## config.mk

```make
export PLATFORM = sky130hd
export DESIGN_NAME = icache
export DESIGN_NICKNAME = d
export VERILOG_FILES = /design/src/rtl/icache.sv
export SDC_FILE = /design/constraint.sdc
export NUM_CORES = 1
export LEC_CHECK = 0
export CAP_MARGIN = 20
export CORE_UTILIZATION = 45
export CTS_BUF_LIST = sky130_fd_sc_hd__clkbuf_8
export CTS_CLUSTER_DIAMETER = 60
export DETAILED_ROUTE_END_ITERATION = 8
export HOLD_SLACK_MARGIN = 0.02
export SLEW_MARGIN = 20
export SYNTH_ARGS = -nofsm -noshare
export SYNTH_HDL_FRONTEND = slang
export SYNTH_SLANG_ARGS = --single-unit
```

## constraint.sdc

```tcl
create_clock -name CLK -period 7.4 [get_ports CLK]
set_input_delay 1.48 -clock CLK [delete_from_list [all_inputs] [get_ports CLK]]
set_output_delay 1.48 -clock CLK [all_outputs]
set_load 0.01 [all_outputs]
```

## src/rtl/icache.sv

```systemverilog
// rtl/icache.sv - direct-mapped, one-word-per-block instruction cache
// Hits are served combinationally; misses run a two-state refill that forwards the fill word to fetch.
module icache #(
  parameter int SETS   = 16,
  parameter int WORD_W = 32
) (
  input  logic              CLK,
  input  logic              nRST,
  input  logic              imemREN,
  input  logic [31:0]       imemaddr,
  output logic              ihit,
  output logic [WORD_W-1:0] imemload,
  output logic              iREN,
  output logic [31:0]       iaddr,
  input  logic              iwait,
  input  logic [WORD_W-1:0] iload
);

  localparam int IDX_W = $clog2(SETS);
  localparam int TAG_W = 32 - IDX_W - 2;

  typedef enum logic {IDLE, FETCH} state_t;

  state_t            state, next_state;
  logic [31:2]       miss_addr;
  logic [SETS-1:0]   valid;
  logic [TAG_W-1:0]  tags [SETS];
  logic [WORD_W-1:0] data [SETS];

  logic [IDX_W-1:0]  req_idx, miss_idx;
  logic [TAG_W-1:0]  req_tag, miss_tag;
  logic              hit, fill, miss;

  assign req_idx  = imemaddr[IDX_W+1:2];
  assign req_tag  = imemaddr[31:IDX_W+2];
  assign miss_idx = miss_addr[IDX_W+1:2];
  assign miss_tag = miss_addr[31:IDX_W+2];

  assign hit  = imemREN && valid[req_idx] && (tags[req_idx] == req_tag);
  assign miss = (state == IDLE) && imemREN && !hit;
  assign fill = (state == FETCH) && !iwait;

  always_ff @(posedge CLK or negedge nRST) begin
    if (!nRST) begin
      state     <= IDLE;
      miss_addr <= '0;
      valid     <= '0;
    end else begin
      state <= next_state;
      if (miss)
        miss_addr <= imemaddr[31:2];
      if (fill)
        valid[miss_idx] <= 1'b1;
    end
  end

  // Tag and data arrays are only meaningful behind a valid bit, so they carry no reset.
  always_ff @(posedge CLK) begin
    if (fill) begin
      tags[miss_idx] <= miss_tag;
      data[miss_idx] <= iload;
    end
  end

  always_comb begin
    next_state = state;
    case (state)
      IDLE:    if (miss) next_state = FETCH;
      FETCH:   if (!iwait) next_state = IDLE;
      default: next_state = IDLE;
    endcase
  end

  always_comb begin
    ihit     = 1'b0;
    imemload = '0;
    iREN     = 1'b0;
    iaddr    = '0;
    case (state)
      IDLE: begin
        if (hit) begin
          ihit     = 1'b1;
          imemload = data[req_idx];
        end
      end
      FETCH: begin
        iREN  = 1'b1;
        iaddr = {miss_addr, 2'b00};
        // Forward only if fetch is still asking for the word being filled.
        if (!iwait && imemREN && (imemaddr[31:2] == miss_addr)) begin
          ihit     = 1'b1;
          imemload = iload;
        end
      end
      default: ;
    endcase
  end

endmodule
```

=== Word level (Yosys, flattened, before mapping) ===
Memories as Yosys holds them, arrays and structs flattened.
Index checks and enable logic that the tools add are counted.

* Flip-flop bits (word level): 47
* Latch bits: 0
* Memory bits (writable): 928
* ROM bits: 0
* Input bits: 68
* Word-level logic and storage cells: 39
* Memories kept: 2

{| class="wikitable"
|+ Memories
! memory !! depth !! bits a word !! rd ports !! clocked after memory_dff !! wr ports !! line !! RTL
|-
| data || 16 || 32 || 1 || 0 || 1 || 28 || <nowiki>logic [WORD_W-1:0] data [SETS];</nowiki>
|-
| tags || 16 || 26 || 1 || 0 || 1 || 27 || <nowiki>logic [TAG_W-1:0] tags [SETS];</nowiki>
|}

* Add/sub/neg operators: 0
* Multipliers: 0
* Div/mod/pow operators: 0
* $lt $le $gt $ge: 3
* Equal/unequal tests: 2
* Shift operators: 0
* Multiplexer cells: 17
* Bitwise logic cells: 2
* Reductions and logical operators: 10

{| class="wikitable"
|+ Operators by type and width
! operator !! count
|-
| two-way mux 32 bit || 3
|-
| case mux 32 bit (2 select lines) || 1
|-
| equality test 30 bit || 1
|-
| equality test 26 bit || 1
|-
| OR 16 bit || 1
|-
| less-than comparator 4 x 5 -> 1 bit, second input constant || 2
|-
| two-way mux 1 bit || 9
|-
| logical AND 1 bit || 8
|-
| binary-select mux 1 bit (select 4 bit) || 1
|-
| demux 1 bit (select 4 bit) || 1
|-
| >= comparator 4 x 1 -> 1 bit, second input constant || 1
|-
| case mux 1 bit (2 select lines) || 2
|-
| zero test 1 bit || 2
|-
| inverter 1 bit || 1
|}

=== Depth between registers and ports, before layout ===
Gate-level depths: netlist (run 1).

* Depth after elaboration: 8
* Mapped depth: 13
* Mapped depth without buffers: 8

=== Worst setup path after synthesis (run 1) ===
No wires, ideal clock.

* Kind: input -> register
* Start point: in iwait
* End point: reg valid[0]
* Setup time: 89 ps
* Arrival time: 6455 ps
* Slack: 856 ps
* Stages on the path: 4
* Cell sequence: nand2b_1 > or3_1 > nor3_1 > or2_2

* Cells in the longest elaborated chain, start to end: 2

{| class="wikitable"
|+ Ends and longest elaborated chain
! element !! line !! RTL
|-
| from (decl) || 15 || <nowiki>input logic iwait,</nowiki>
|-
| zero test 1 bit || 41 || <nowiki>assign fill = (state == FETCH) && !iwait;</nowiki>
|-
| logical AND 1 bit || 41 ||
|-
| to (signal assigned) || 47 || <nowiki>valid <= '0;</nowiki>
|-
| to (signal, indexed assignment) || 53 || <nowiki>valid[miss_idx] <= 1'b1;</nowiki>
|-
| to (decl) || 26 || <nowiki>logic [SETS-1:0] valid;</nowiki>
|}

Every way passes these cells.
A chain may end at the register's enable or synchronous reset.

=== Worst setup path after layout (run 1) ===
* Start point: in imemaddr[3]
* End point: out imemload[5]

* Cells in the longest elaborated chain, start to end: 6
* Elaborated cells between the ends (all ways): 12
* Classes of those cells: eq/ne: 2; mux: 5; reduce/logical: 3; memory: 2

{| class="wikitable"
|+ Ends and longest elaborated chain
! element !! line !! RTL
|-
| from (decl) || 10 || <nowiki>input logic [31:0] imemaddr,</nowiki>
|-
| branches (longest 5 deep; another with memory (16 x 26 bit)) || - ||
|-
| case mux 32 bit (2 select lines) * || 79 || <nowiki>case (state)</nowiki>
|-
| to (decl) || 12 || <nowiki>output logic [WORD_W-1:0] imemload,</nowiki>
|}

Mark *: on every way between the ends. The select of a mux whose other input is x is not followed.

==> qor.yml, run 1 <==
finClkSkew_ps: 41.5
relSlewSlack: 0.252
clk_latency_ps: 810
cp.required_ps: 5920
cpMaxStageDelayCell: "clkdlybuf4s50_1"
grtUsageMet2: 0.331
dp_cells: 3021
rows: 107
portBuffers: 129
fin_cells: 3310
drive_gt1_frac: 0.271
initial_utilization: 0.454
die_y_um: 295
grt_busiest_layer: "met2"
grt_max_degree: 93
synth_warnings: 0
ant_nets: 0
clk_pin_slew_ps: 60
grt_setup_unrepaired: "no"
tns_ps: 0
p_sw_uw: 2900
cts_tree: "yes"
first_pass_iters: 5
syn_area_per_cell_um2: 21.7
p_leak_uw: 0.0146
syn_inst: 1780
p_per_area_mw_per_mm2: 267
cp_max_fo: 33
p_clk_frac: 0.362
vias: 18700
globalRouteMet3Util: 0.0370
period_minus_slack_ps: 7130
syn-cell-area_mm2: 0.0386
finalCritPeriodShare: 0.963
dieArea_mm2: 0.0871
cp-start-kind: "input pin"
fmaxAchievable_mhz: 140
combPwrFrac: 0.080
core_area_mm2: 0.0851
grt_overflow: 0
drt_iter0_markers: 1779
antenna_found_initial: 3
cap_violations: 0
htreeDepth: 4
synth_edf_count: 928
p_int_uw: 8970
switching_share: 0.244
r2r-start: "state"
peakVddDrop_mv: 0.158
crit_chain: "buf_4 > buf_12 > and2b_1 > a221oi_1 > a22oi_1 > o21ai_1 > xor2_1 > nor4_2 > buf_4 > nand4_4 > buf_4 > o31ai_1 > clkdlybuf4s50_1"
drt-wirelength-per-cell_um: 27.1
cp_top_family: "buffers and inverters"
drc: 0
tightest_slew_ps: 1120
hpwl_um: 47800
cp_num_buf_inv: 5
ys_types: 52
syn_to_final_growth_pct: 15.1
io-pin-count: 134
gp_congestion: 0.822
utilization: 0.523
critPathLaunch: "imemaddr[3]"
final_nets: 2106
setup_violations: 0
cp_slowest_stage_delay_ps: 600
yosys_most_used_dff: "edfxtp_1"
cts_setup_buffers: 0
grt_pass1_wl_um: 131000
cp_common_cell: "buf_4"
critPathCaptureType: "primary output"
pwr-share-seq: 0.558
status: "finished, final reports clean"
cts_sinks: 975
min_path_type: "reg2reg"
slew_viol_final: 0
crit_arrival_ps: 5650
async_flop_share: 0.0482
grt_pass1_vias: 19700
root_buffer: "clkbuf_8"
use_met1: 0.303
clock_path_buffers: 3
crit_type: "in2out"
die_w_um: 295
hold_viol: 0
seq_area_frac_synth: 0.751
numCtsBuffers: 159
ys_ff_latch: 975
hold_start: "valid[0]"
routed_wl_um: 89800
grt_usage: 0.212
vias_per_cell: 5.65
per-stage QoR:
stage / power [µW] / instance area, µm² / hold WS (ps) / worst slack, ps
floorplan: 7230 / 38700 / 434 / 856
global placement: 7660 / 41600 / 445 / 184
detailed placement: 7710 / 41600 / 452 / 181
CTS: 12000 / 44500 / 466 / 182
global route: 12300 / 44500 / 475 / 65.1
finish: 11900 / 44500 / 463 / 272
state kept, by name (all words and copies together), names as in the netlist:
register	count
miss_addr	30
data	512
state	1
tags	416
valid	16
repair_timing:
item                                    in CTS  in global routing
gates resized for setup                      0                  1
hold buffers                                 0                  0
endpoints found under the setup margin       0                  3
area by class of cell:
class                           instances  area (µm²)
Clock inverter                        126         684
Multi-Input combinational cell        675        9070
Clock buffer                          162        2230
Fill cell                            6808       40700
Sequential cell                       975       29000
Antenna cell                            1        2.50
Tap cell                             1144        1430
Timing Repair Buffer                  192        1890
Inverter                               35         134
metal layers:
metal | up-vias | share of wire
met1 | 10000 | 0.44
met3 | 151 | 0.059
li1 | 7882 | -
met5 | - | 0.00014
met2 | 635 | 0.48
met4 | 2 | 0.024
path summary, 6_finish.rpt:
kind	slack (ps)	cells after the start	endpoint
worst max-delay path	270	13	imemload[5]
worst min-delay path	460	1	valid[0]
worst max register to register	3700	5	data[10][22]
worst min register to register	460	1	valid[0]
max in group asynchronous	6140	2	state
min in group asynchronous	790	2	miss_addr[14]
cells in the final DEF, fill, tap and decap left out, drive strengths merged, types with 3 or more instances in the layout:
cell | netlist | final
a21oi | 3 | 3
nor2 | 18 | 18
nand2 | 48 | 48
buf | 62 | 68
nand2b | 6 | 6
clkbuf | 34 | 162
dfrtp | 47 | 47
nand3 | 10 | 10
a22oi | 10 | 10
mux4 | 246 | 246
o22ai | 3 | 3
o21ai | 5 | 5
and2 | 31 | 31
edfxtp | 928 | 928
or2 | 17 | 17
nand4 | 7 | 7
o31ai | 32 | 32
xnor2 | 33 | 33
clkinv | 0 | 55
xor2 | 43 | 43
mux2i | 72 | 72
inv | 35 | 102
clkdlybuf4s50 | 0 | 124
a31oi | 3 | 3
nor2b | 9 | 9
a221oi | 9 | 9
mux2 | 34 | 34
nor3 | 8 | 8
nor4 | 8 | 8
cell usage after synthesis, drive strengths merged, types with 3 or more instances:
cell type    n  area [µm²]
or2         17         106
buf         62         403
nand2b       6        37.5
mux2i       72         721
dfrtp       47        1180
nor3         8        40.0
o22ai        3        18.8
inv         35         131
mux4       246        5540
a22oi       10        75.1
nor2b        9        56.3
xnor2       33         289
o31ai       32         255
edfxtp     928       27900
nor4         8        62.6
nor2        18        67.6
clkbuf      34         128
nand2       48         180
nand4        7        50.1
and2        31         194
mux2        34         492
a221oi       9        96.4
o21ai        5        25.0
a31oi        3        18.8
xor2        43         377
a21oi        3        15.0
nand3       10        50.1
logic make-up after synthesis:
| logic type | count (synthesis) | share of synthesized area |
|---|---|---|
| flops | 975 | 0.751 |
| mux | 352 | 0.175 |
| simple gates | 166 | 0.0227 |
| buf+inv | 131 | 0.0171 |
| compound gates | 79 | 0.0166 |
| xor+xnor | 76 | 0.0172 |
| other cells | 1 | 0.0000970 |
power groups by stage:
stage / registers (µW) / clock network, µW / logic [µW]
2_1_floorplan: 6630 / 0 / 597
3_3_place_gp: 6710 / 0 / 956
3_5_place_dp: 6740 / 0 / 965
4_1_cts: 6630 / 4400 / 969
5_1_grt: 6660 / 4630 / 1020
6_report: 6620 / 4290 / 954
No activity file was read; power rests on OpenSTA's default activity.
==> inputs of run 2 (changes only) <==
Settings changed: CTS_BUF_LIST sky130_fd_sc_hd__clkbuf_8 to not set.
==> run 2 against run 1 <==
Clock power up 21%. Sequential power about the same. Design area up 1.2%. Worst setup slack worse by 29 ps. Worst hold slack worse by 1.4 ps. First-iteration DRC count down 9.7%. Via count down 1.4%. Critical path depth down 1. Global-route usage down 0.33 points.
==> qor.yml, run 2 (synthesis results as in run 1) <==
cts_sinks: 975  # unchanged
hold_viol: 0  # unchanged
setup_violations: 0  # unchanged
drive_gt1_frac: 0.264  # -0.00749
peakVddDrop_mv: 0.187  # +19%
tns_ps: 0  # unchanged
cpMaxStageDelayCell: "clkdlybuf4s50_1"
hpwl_um: 47800  # unchanged
rows: 107  # unchanged
min_path_type: "reg2reg"
vias_per_cell: 5.74  # +1.5%
cts_hold_buf: 0  # unchanged
p_per_area_mw_per_mm2: 284  # +6.4%
core_area_mm2: 0.0851  # unchanged
crit_type: "in2out"
antenna_found_initial: 3  # unchanged
dpl_worst_slack_ps: 181  # unchanged
cp.required_ps: 5920  # about the same
drc: 0  # unchanged
top_regs: "data (512), tags (416), miss_addr (30)"
die_w_um: 295  # unchanged
vias: 18500  # -1.4%
largest_register_ffs: 512  # unchanged
clk_latency_ps: 650  # -160 ps
slew_viol_final: 0  # unchanged
fmaxAchievable_mhz: 140  # -0.40%
clk_pin_slew_ps: 50  # about the same
cp_slowest_stage_delay_ps: 600  # about the same
first_pass_iters: 6  # +1
period_minus_slack_ps: 7160  # +28.8 ps
grt_max_degree: 93  # unchanged
numCtsBuffers: 103  # -35%
io-pin-count: 134  # unchanged
grt_overflow: 0  # unchanged
cp-start-kind: "input pin"
grt_pass1_vias: 19100  # -2.9%
cp_top_family: "buffers and inverters"
layout_common_cells: "928 x edfxtp_1, 245 x mux4_2, 124 x clkdlybuf4s50_1"
die_y_um: 295  # unchanged
syn_to_final_growth_pct: 16.5
final_nets: 2050  # -2.7%
top_register: "data"
routed_wl_um: 89000  # -0.89%
htreeDepth: 3  # -1
grt_usage: 0.208  # -0.00326
portBuffers: 129  # unchanged
final_common_cell: "edfxtp_1"
num_antenna_cells: 0  # -1
ant_nets: 0  # unchanged
grt_pass1_wl_um: 130000  # -1.2%
gp_congestion: 0.822  # unchanged
grt_setup_unrepaired: "no"
finClkSkew_ps: 23.3  # -18.2 ps
dieArea_mm2: 0.0871  # unchanged
drt_iter0_markers: 1607  # -9.7%
initial_utilization: 0.454  # unchanged
cp_num_buf_inv: 5  # unchanged
root_buffer: "clkbuf_16"
tightest_slew_ps: 1070  # -44.3 ps
critPathCaptureType: "primary output"
seqCellArea_mm2: 0.0290  # unchanged
clock_path_buffers: 3  # unchanged
status: "finished, final reports clean"
fin_ws_ps: 243  # -28.8 ps
cts_tree: "yes"
crit_arrival_ps: 5680  # +30 ps
multi_input_area_mm2: 0.00907  # unchanged
cp_common_cell: "buf_4"
drt-wirelength-per-cell_um: 27.7  # +2.0%
relSlewSlack: 0.283  # +0.0313
cap_violations: 0  # unchanged
holdWs_ps: 461  # -1.41 ps
cp_max_fo: 46  # +39%
crit_chain: "buf_8 > buf_4 > buf_4 > mux2i_1 > xor2_1 > a311oi_1 > o41ai_1 > o2111a_1 > nand4_4 > buf_4 > o31ai_1 > clkdlybuf4s50_1"
fillers: 6667  # -2.1%
finalCritPeriodShare: 0.967  # +0.00389
p_leak_uw: 0.0146  # about the same
[run 2: layer usage]
metal / vias up / share of wire / track usage
met2: 657 / 0.48 / 0.332
met1: 9904 / 0.44 / 0.301
met3: 136 / 0.062 / 0.0323
met5: - / 0.00015 / 0
li1: 7755 / - / -
met4: 2 / 0.023 / 0.0572
[run 2: repair_timing]
| item | CTS | global route |
|---|---|---|
| resized for setup | 0 | 1 |
| setup endpoints to repair | 0 | 4 |
| buffers inserted | 0 | 0 |
[run 2: stage by stage]
step                cell area [µm²]  utilization  cells  power, µW
floorplan                     38700            -   1781       7230
global placement              41600        0.488   3021       7660
detailed placement            41600        0.488   3021       7710
CTS                           45000        0.529   3215      12900
global route                  45000        0.529   3215      13200
finish                        45000        0.529   3215      12800
[run 2: cell type report]
type	count	area share
Clock buffer	132	0.0619
Inverter	35	0.00297
Multi-Input combinational cell	675	0.201
Sequential cell	975	0.645
Clock inverter	62	0.0150
Timing Repair Buffer	192	0.0420
Tap cell	1144	0.0318
[run 2: where the power goes]
part / total [µW] / switching (µW) / internal (µW) / leakage [µW]
logic: 954 / 508 / 446 / 0.00401
clock network: 5210 / 2110 / 3090 / 0.00169
registers: 6620 / 240 / 6380 / 0.00890
total: 12800 / 2860 / 9920 / 0.0146
[run 2: final timing paths]
path	end	depth (start not counted)	from	slack [ps]
hold / removal	valid[13]	1	valid[13]	460
setup reg to reg	data[10][11]	5	state	3650
max in group asynchronous	miss_addr[29]	2	nRST	5990
setup / recovery	imemload[5]	12	imemaddr[4]	240
min in group asynchronous	state	2	nRST	940
hold reg to reg	valid[13]	1	valid[13]	460
[run 2: worst reg2reg max path, cell delays in order, from the launching register on]
cell and delay (ps):
dfrtp_2 350, buf_4 710, nand2_1 200, or3_1 550
nor2_4 660, buf_4 860
